File: src/rtl/cache_types_pkg.sv
// Shared cache types: line/beat geometry and the line-adaptor state encoding.
package cache_types_pkg;

  localparam int LINE_BITS   = 256;
  localparam int BURST_BITS  = 64;
  localparam int BEATS       = LINE_BITS / BURST_BITS;
  localparam int OFFSET_BITS = $clog2(LINE_BITS / 8);

  typedef enum logic [2:0] {
    IDLE     = 3'd0,
    RD_BURST = 3'd1,
    RD_DONE  = 3'd2,
    WR_BURST = 3'd3,
    WR_DONE  = 3'd4
  } state_e;

endpackage

File: src/rtl/cacheline_adaptor.sv
// Bridges whole-line cache requests to BEATS-beat memory bursts, assembling
// read lines beat by beat and slicing write-back lines into beats.
//
// state    | meaning
// IDLE     | waiting for read_i / write_i (read wins when both are high)
// RD_BURST | read_o high, capturing one beat per resp_i
// RD_DONE  | resp_o pulse, line_o holds the assembled line
// WR_BURST | write_o high, presenting one beat per resp_i
// WR_DONE  | resp_o pulse for the write-back
module cacheline_adaptor
  import cache_types_pkg::state_e, cache_types_pkg::IDLE, cache_types_pkg::RD_BURST,
         cache_types_pkg::RD_DONE, cache_types_pkg::WR_BURST, cache_types_pkg::WR_DONE;
#(
  parameter int LINE_BITS  = cache_types_pkg::LINE_BITS,
  parameter int BURST_BITS = cache_types_pkg::BURST_BITS,
  parameter int ADDR_BITS  = 32
) (
  input  logic                  clk,
  input  logic                  rst,
  input  logic [ADDR_BITS-1:0]  address_i,
  input  logic                  read_i,
  input  logic                  write_i,
  input  logic [LINE_BITS-1:0]  line_i,
  output logic [LINE_BITS-1:0]  line_o,
  output logic                  resp_o,
  output logic [ADDR_BITS-1:0]  address_o,
  output logic                  read_o,
  output logic                  write_o,
  output logic [BURST_BITS-1:0] burst_o,
  input  logic [BURST_BITS-1:0] burst_i,
  input  logic                  resp_i
);

  localparam int BEATS       = LINE_BITS / BURST_BITS;
  localparam int K_BITS      = $clog2(BEATS);
  localparam int OFFSET_BITS = cache_types_pkg::OFFSET_BITS;
  localparam logic [K_BITS-1:0] LAST_K = K_BITS'(BEATS - 1);

  state_e                 state_q, state_d;
  logic [K_BITS-1:0]      k_q, k_d;
  logic [ADDR_BITS-1:0]   addr_q, addr_d;
  logic [LINE_BITS-1:0]   wline_q, wline_d;
  logic [LINE_BITS-1:0]   rline_q, rline_d;
  logic                   read_q, read_d;
  logic                   write_q, write_d;
  logic                   resp_q, resp_d;
  logic [ADDR_BITS-1:0]   addr_aligned;

  assign addr_aligned = {address_i[ADDR_BITS-1:OFFSET_BITS], OFFSET_BITS'(0)};

  always_comb begin
    state_d = state_q;
    k_d     = k_q;
    addr_d  = addr_q;
    wline_d = wline_q;
    rline_d = rline_q;
    unique case (state_q)
      IDLE: begin
        if (read_i) begin
          addr_d  = addr_aligned;
          k_d     = '0;
          state_d = RD_BURST;
        end else if (write_i) begin
          addr_d  = addr_aligned;
          wline_d = line_i;
          k_d     = '0;
          state_d = WR_BURST;
        end
      end
      RD_BURST: begin
        if (resp_i) begin
          rline_d[int'(k_q)*BURST_BITS +: BURST_BITS] = burst_i;
          k_d = k_q + 1'b1;
          if (k_q == LAST_K) state_d = RD_DONE;
        end
      end
      WR_BURST: begin
        if (resp_i) begin
          k_d = k_q + 1'b1;
          if (k_q == LAST_K) state_d = WR_DONE;
        end
      end
      RD_DONE, WR_DONE: state_d = IDLE;
      default:          state_d = IDLE;
    endcase
  end

  // Handshake outputs are flops loaded from the next state, so they change
  // exactly on state transitions and never follow the cache inputs directly.
  always_comb begin
    read_d  = (state_d == RD_BURST);
    write_d = (state_d == WR_BURST);
    resp_d  = (state_d == RD_DONE) || (state_d == WR_DONE);
  end

  always_ff @(posedge clk) begin
    if (rst) begin
      state_q <= IDLE;
      k_q     <= '0;
      addr_q  <= '0;
      wline_q <= '0;
      rline_q <= '0;
      read_q  <= 1'b0;
      write_q <= 1'b0;
      resp_q  <= 1'b0;
    end else begin
      state_q <= state_d;
      k_q     <= k_d;
      addr_q  <= addr_d;
      wline_q <= wline_d;
      rline_q <= rline_d;
      read_q  <= read_d;
      write_q <= write_d;
      resp_q  <= resp_d;
    end
  end

  assign line_o    = rline_q;
  assign resp_o    = resp_q;
  assign address_o = addr_q;
  assign read_o    = read_q;
  assign write_o   = write_q;
  assign burst_o   = wline_q[int'(k_q)*BURST_BITS +: BURST_BITS];

endmodule

File: config.mk
export PLATFORM = sky130hd
export DESIGN_NAME = cacheline_adaptor
export DESIGN_NICKNAME = d
export VERILOG_FILES = /design/src/rtl/cache_types_pkg.sv /design/src/rtl/cacheline_adaptor.sv
export SDC_FILE = /design/constraint.sdc
export NUM_CORES = 1
export LEC_CHECK = 0
export ABC_AREA = 1
export CORE_AREA = 5 5 276 278
export CTS_CLUSTER_DIAMETER = 40
export DETAILED_ROUTE_END_ITERATION = 16
export DIE_AREA = 0 0 281 283
export HOLD_SLACK_MARGIN = 0.02
export MAX_ROUTING_LAYER = met4
export PLACE_DENSITY = 0.69
export SYNTH_ARGS = -nofsm -noshare
export SYNTH_HDL_FRONTEND = slang
export SYNTH_SLANG_ARGS = --single-unit
File: constraint.sdc
create_clock -name clk -period 5.9 [get_ports clk]
set_clock_uncertainty 0.15 [all_clocks]
set_input_delay 1.18 -clock clk [delete_from_list [all_inputs] [get_ports clk]]
set_output_delay 1.18 -clock clk [all_outputs]
set_load 0.01 [all_outputs]
==> results.txt <==
In this run the most critical hold path is launched from address_o[25]. The core region is 73700 sq um. For the worst setup path, the data required time is 4.57 ns. Global routing finished with a remaining overflow of 0. The cell at the root of the clock tree is sky130_fd_sc_hd__clkbuf_16. The floorplan step set the die height to 283 microns. The clock sink count came out at 547.

The largest individual stage delay along the critical path comes from the cell sky130_fd_sc_hd__buf_4. The worst-case IR drop observed on VDD is 0.296 mV. The maximum single-stage delay on the critical path is 0.78 ns. TritonCTS built the clock tree. The count of cell types in the netlist is 19. The global-route wire length before repair is 150000 microns. The final-layout setup total negative slack is 0 ns.

The via count of the first global-routing pass is 26300. Traced cell by cell, the critical path runs through buf_4, a21oi_1, a21oi_1, clkdlybuf4s50_1. The total of warnings raised by yosys came out at 0. The path class of the tightest hold or removal check is reg -> reg. The number of nets in the layout came out at 5379. The post-synthesis sequential area ratio is 0.406. The number of max-slew violations in the final report is 0. The number of setup buffers added after CTS is 0. Synthesis produced 4477 cells.

The cell type with the highest aggregate area in the netlist is sky130_fd_sc_hd__dfxtp_1. After floorplanning, the core was divided into 100 placement rows. Across every metal layer, demand over resource in global routing totals 0.243. The layout-stage area growth over the synthesis result came out at 41.1%. The setup violation total in the final timing report came out at 0. The number of buffers inserted by port buffering came out at 701. Averaged over all synthesized cells, the footprint is 6.03 sq um. Before antenna repair, the detailed router went through 6 iterations. The count of maximum capacitance violations is 0. The fraction of post-synthesis cell area in the top cell type by area came out at 0.406.

After detailed placement, the total cell area comes to 34400 sq um. By startpoint and endpoint, the worst setup path is classified as reg -> out. After layout, the worst setup slack is 1.28 ns. The per-cell routed wire length is 16.2 microns.

The cell repeated most along the worst path is sky130_fd_sc_hd__a21oi_1. Total power for the finished layout comes to 12.2 mW. The number of nets with antenna violations after detailed routing is 0. Dividing the final minimum period by the clock period gives 0.784. The floorplan step defined a die boundary enclosing 79500 sq um. The kind of launch point of the worst setup path is a flop. The cell family contributing the most delay on the critical path is buffers and inverters.

The routed wire length is 98900 microns. The total half-perimeter wirelength after legalization and detailed placement came out at 63400 microns. By count the netlist is led by sky130_fd_sc_hd__nand2_1 (1231), sky130_fd_sc_hd__nor2_1 (862), sky130_fd_sc_hd__inv_1 (790). Among all flip-flop cells after synthesis, the most frequent one is sky130_fd_sc_hd__dfxtp_1. The congestion estimate from routability-driven global placement came to 0.894. The largest net degree at the start of global routing came out at 235.

In the final layout, the share of cells above drive strength 1 is 0.0476. Measured against its own limit, the worst slew margin works out to 0.254. After detailed routing, the number of remaining DRC violations is 0. The count of pins on the block boundary came out at 712. In this run the critical register-to-register path is launched from k_q[0]. The cell area after technology mapping came out at 27000 sq um.

For this design, the CTS-stage hold fixing added 0 buffers. Together, buffers and inverters on the worst path number 2. For this design the static power due to leakage is 18.0 nW. The total placed cells including tap cells came out at 5880.

The source-to-sink clock delay at the later pin of the worst-skew pair is 0.62 ns. The total via count after detailed routing came out at 28200. The detailed router finished its first iteration with 2387 violations.

The source of the critical timing path is k_q[0]. The transition time at the pin with the least slew margin is 1.12 ns. The final instance area came out at 38100 sq um. The average via count per standard cell came out at 4.62.

The run finished with clean final reports. After synthesis, the share of flip-flops with an asynchronous set or reset is 0. Power spread over the standard cell area amounts to 321 nW/um^2.

The final number of hold-violating endpoints came to 0. The number of filler instances in the final layout came out at 7301. The post-placement setup slack is 1.71 ns.

The finished layout holds 6100 standard cells, fillers aside. The CTS H-tree depth came out at 3. The width of the chip is 281 microns. At the worst endpoint, the arrival time is 3.29 ns. The clock-pin slew on the worst setup and hold paths came out at 0.05 ns. After synthesis, the cell types taking the most area are sky130_fd_sc_hd__dfxtp_1 (41%), sky130_fd_sc_hd__nand2_1 (17%), sky130_fd_sc_hd__nor2_1 (12%). The worst setup path is captured at a primary output. The register bit count reported by yosys came out at 547.

The highest net fanout along the worst path came out at 64. The starting utilization of the core area is 0.366. Yosys instantiated no cell more often than sky130_fd_sc_hd__nand2_1. The maximum number of buffers from clock root to sink came out at 3. The top achievable clock speed came out at 216 MHz.

The initial antenna violation count came to 29. The count of instances resized after the clock tree is built came out at 0. The shortest period the worst path allows came out at 4.62 ns. The number of clock buffers added by TritonCTS is 103.

The number of enable-type register cells in the synthesized netlist came out at 0. Setup repair after global routing left no endpoint under its margin.
==> layout make-up <==
cell class	instances	area [sq um]	share of cell area
diodes	29	72.6	0.00191
clock buffers	135	2880	0.0756
clock inverters	56	753	0.0198
inverters	795	3000	0.0788
multi-input cells	2824	11800	0.309
flip-flops and latches	547	11000	0.288
well taps	969	1210	0.0318
repair buffers	745	7450	0.196
==> per-stage QoR <==
step	hold WS, ns	util
3_3_place_gp	0.298	0.467
2_1_floorplan	0.334	-
3_5_place_dp	0.301	0.467
4_1_cts	0.308	0.516
6_report	0.308	0.517
5_1_grt	0.325	0.517
==> flip-flops by register name, summed over array words and instances, names as in the netlist <==
register and flops:
address_o 27, k_q 2, read_o 1, wline_q 256, line_o 256, state_q 3
resp_o 1, write_o 1
==> placed cells by master (no fill, tap or decap) <==
cell type                            n
sky130_fd_sc_hd__clkinvlp_4         16
sky130_fd_sc_hd__nor2_4              2
sky130_fd_sc_hd__inv_1             788
sky130_fd_sc_hd__nor3_1              2
sky130_fd_sc_hd__buf_4              35
sky130_fd_sc_hd__inv_2               3
sky130_fd_sc_hd__clkdlybuf4s50_1   700
sky130_fd_sc_hd__o21ai_0            65
sky130_fd_sc_hd__dfxtp_1           546
sky130_fd_sc_hd__nor2_2              4
sky130_fd_sc_hd__inv_16              3
sky130_fd_sc_hd__inv_6               5
sky130_fd_sc_hd__conb_1              5
sky130_fd_sc_hd__clkinv_16           1
sky130_fd_sc_hd__clkinv_4            6
sky130_fd_sc_hd__diode_2            29
sky130_fd_sc_hd__clkbuf_1           15
sky130_fd_sc_hd__clkbuf_8           16
sky130_fd_sc_hd__clkbuf_16         104
sky130_fd_sc_hd__inv_4               1
sky130_fd_sc_hd__ha_2                4
sky130_fd_sc_hd__buf_2               1
sky130_fd_sc_hd__ha_4                1
sky130_fd_sc_hd__nand4_1           126
sky130_fd_sc_hd__clkinv_2           14
sky130_fd_sc_hd__ha_1                1
sky130_fd_sc_hd__nor2_1            860
sky130_fd_sc_hd__dfxtp_4             1
sky130_fd_sc_hd__nand3_1           301
sky130_fd_sc_hd__a21oi_1           221
sky130_fd_sc_hd__inv_8               1
sky130_fd_sc_hd__nand2_2             3
sky130_fd_sc_hd__nand2_1          1229
sky130_fd_sc_hd__bufinv_16          13
sky130_fd_sc_hd__buf_12              9
==> kinds of logic after synthesis <==
family | count (synthesis) | share of synthesized area
AOI/OAI and AO/OA | 286 | 0.0530
and+or+nand+nor | 2527 | 0.378
other | 1 | 0.000139
adders and majority gates | 6 | 0.00278
DFF | 547 | 0.406
buffers and inverters | 1110 | 0.160
==> worst min-delay path, stage by stage (launching register included) <==
cell	delay, ns
sky130_fd_sc_hd__dfxtp_1	0.30
sky130_fd_sc_hd__nand2_1	0.06
sky130_fd_sc_hd__a21oi_1	0.05
==> report_power, final <==
group          leakage (nW)  switching, mW  internal, mW
sequential             4.46          0.114          3.91
combinational          11.8           1.23         0.828
clock                  1.74           2.11          4.02
total                  18.0           3.46          8.76
==> worst paths after layout <==
kind,endpoint,slack [ns],cells after the start
worst max-delay path,burst_o[16],1.28,4
worst min-delay path,address_o[25],0.31,2
worst max register to register,line_o[144],1.81,9
worst min register to register,address_o[25],0.31,2
==> per-layer routing <==
| layer | routed length (microns) | GRT usage | vias up |
|---|---|---|---|
| li1 | - | - | 14500 |
| met1 | 38300 | 0.281 | 12400 |
| met2 | 45600 | 0.385 | 1095 |
| met3 | 10300 | 0.0749 | 225 |
| met4 | 4620 | 0.112 | 0 |
| met5 | 0 | - | - |
Note: power is estimated with default switching activity, not from simulation.
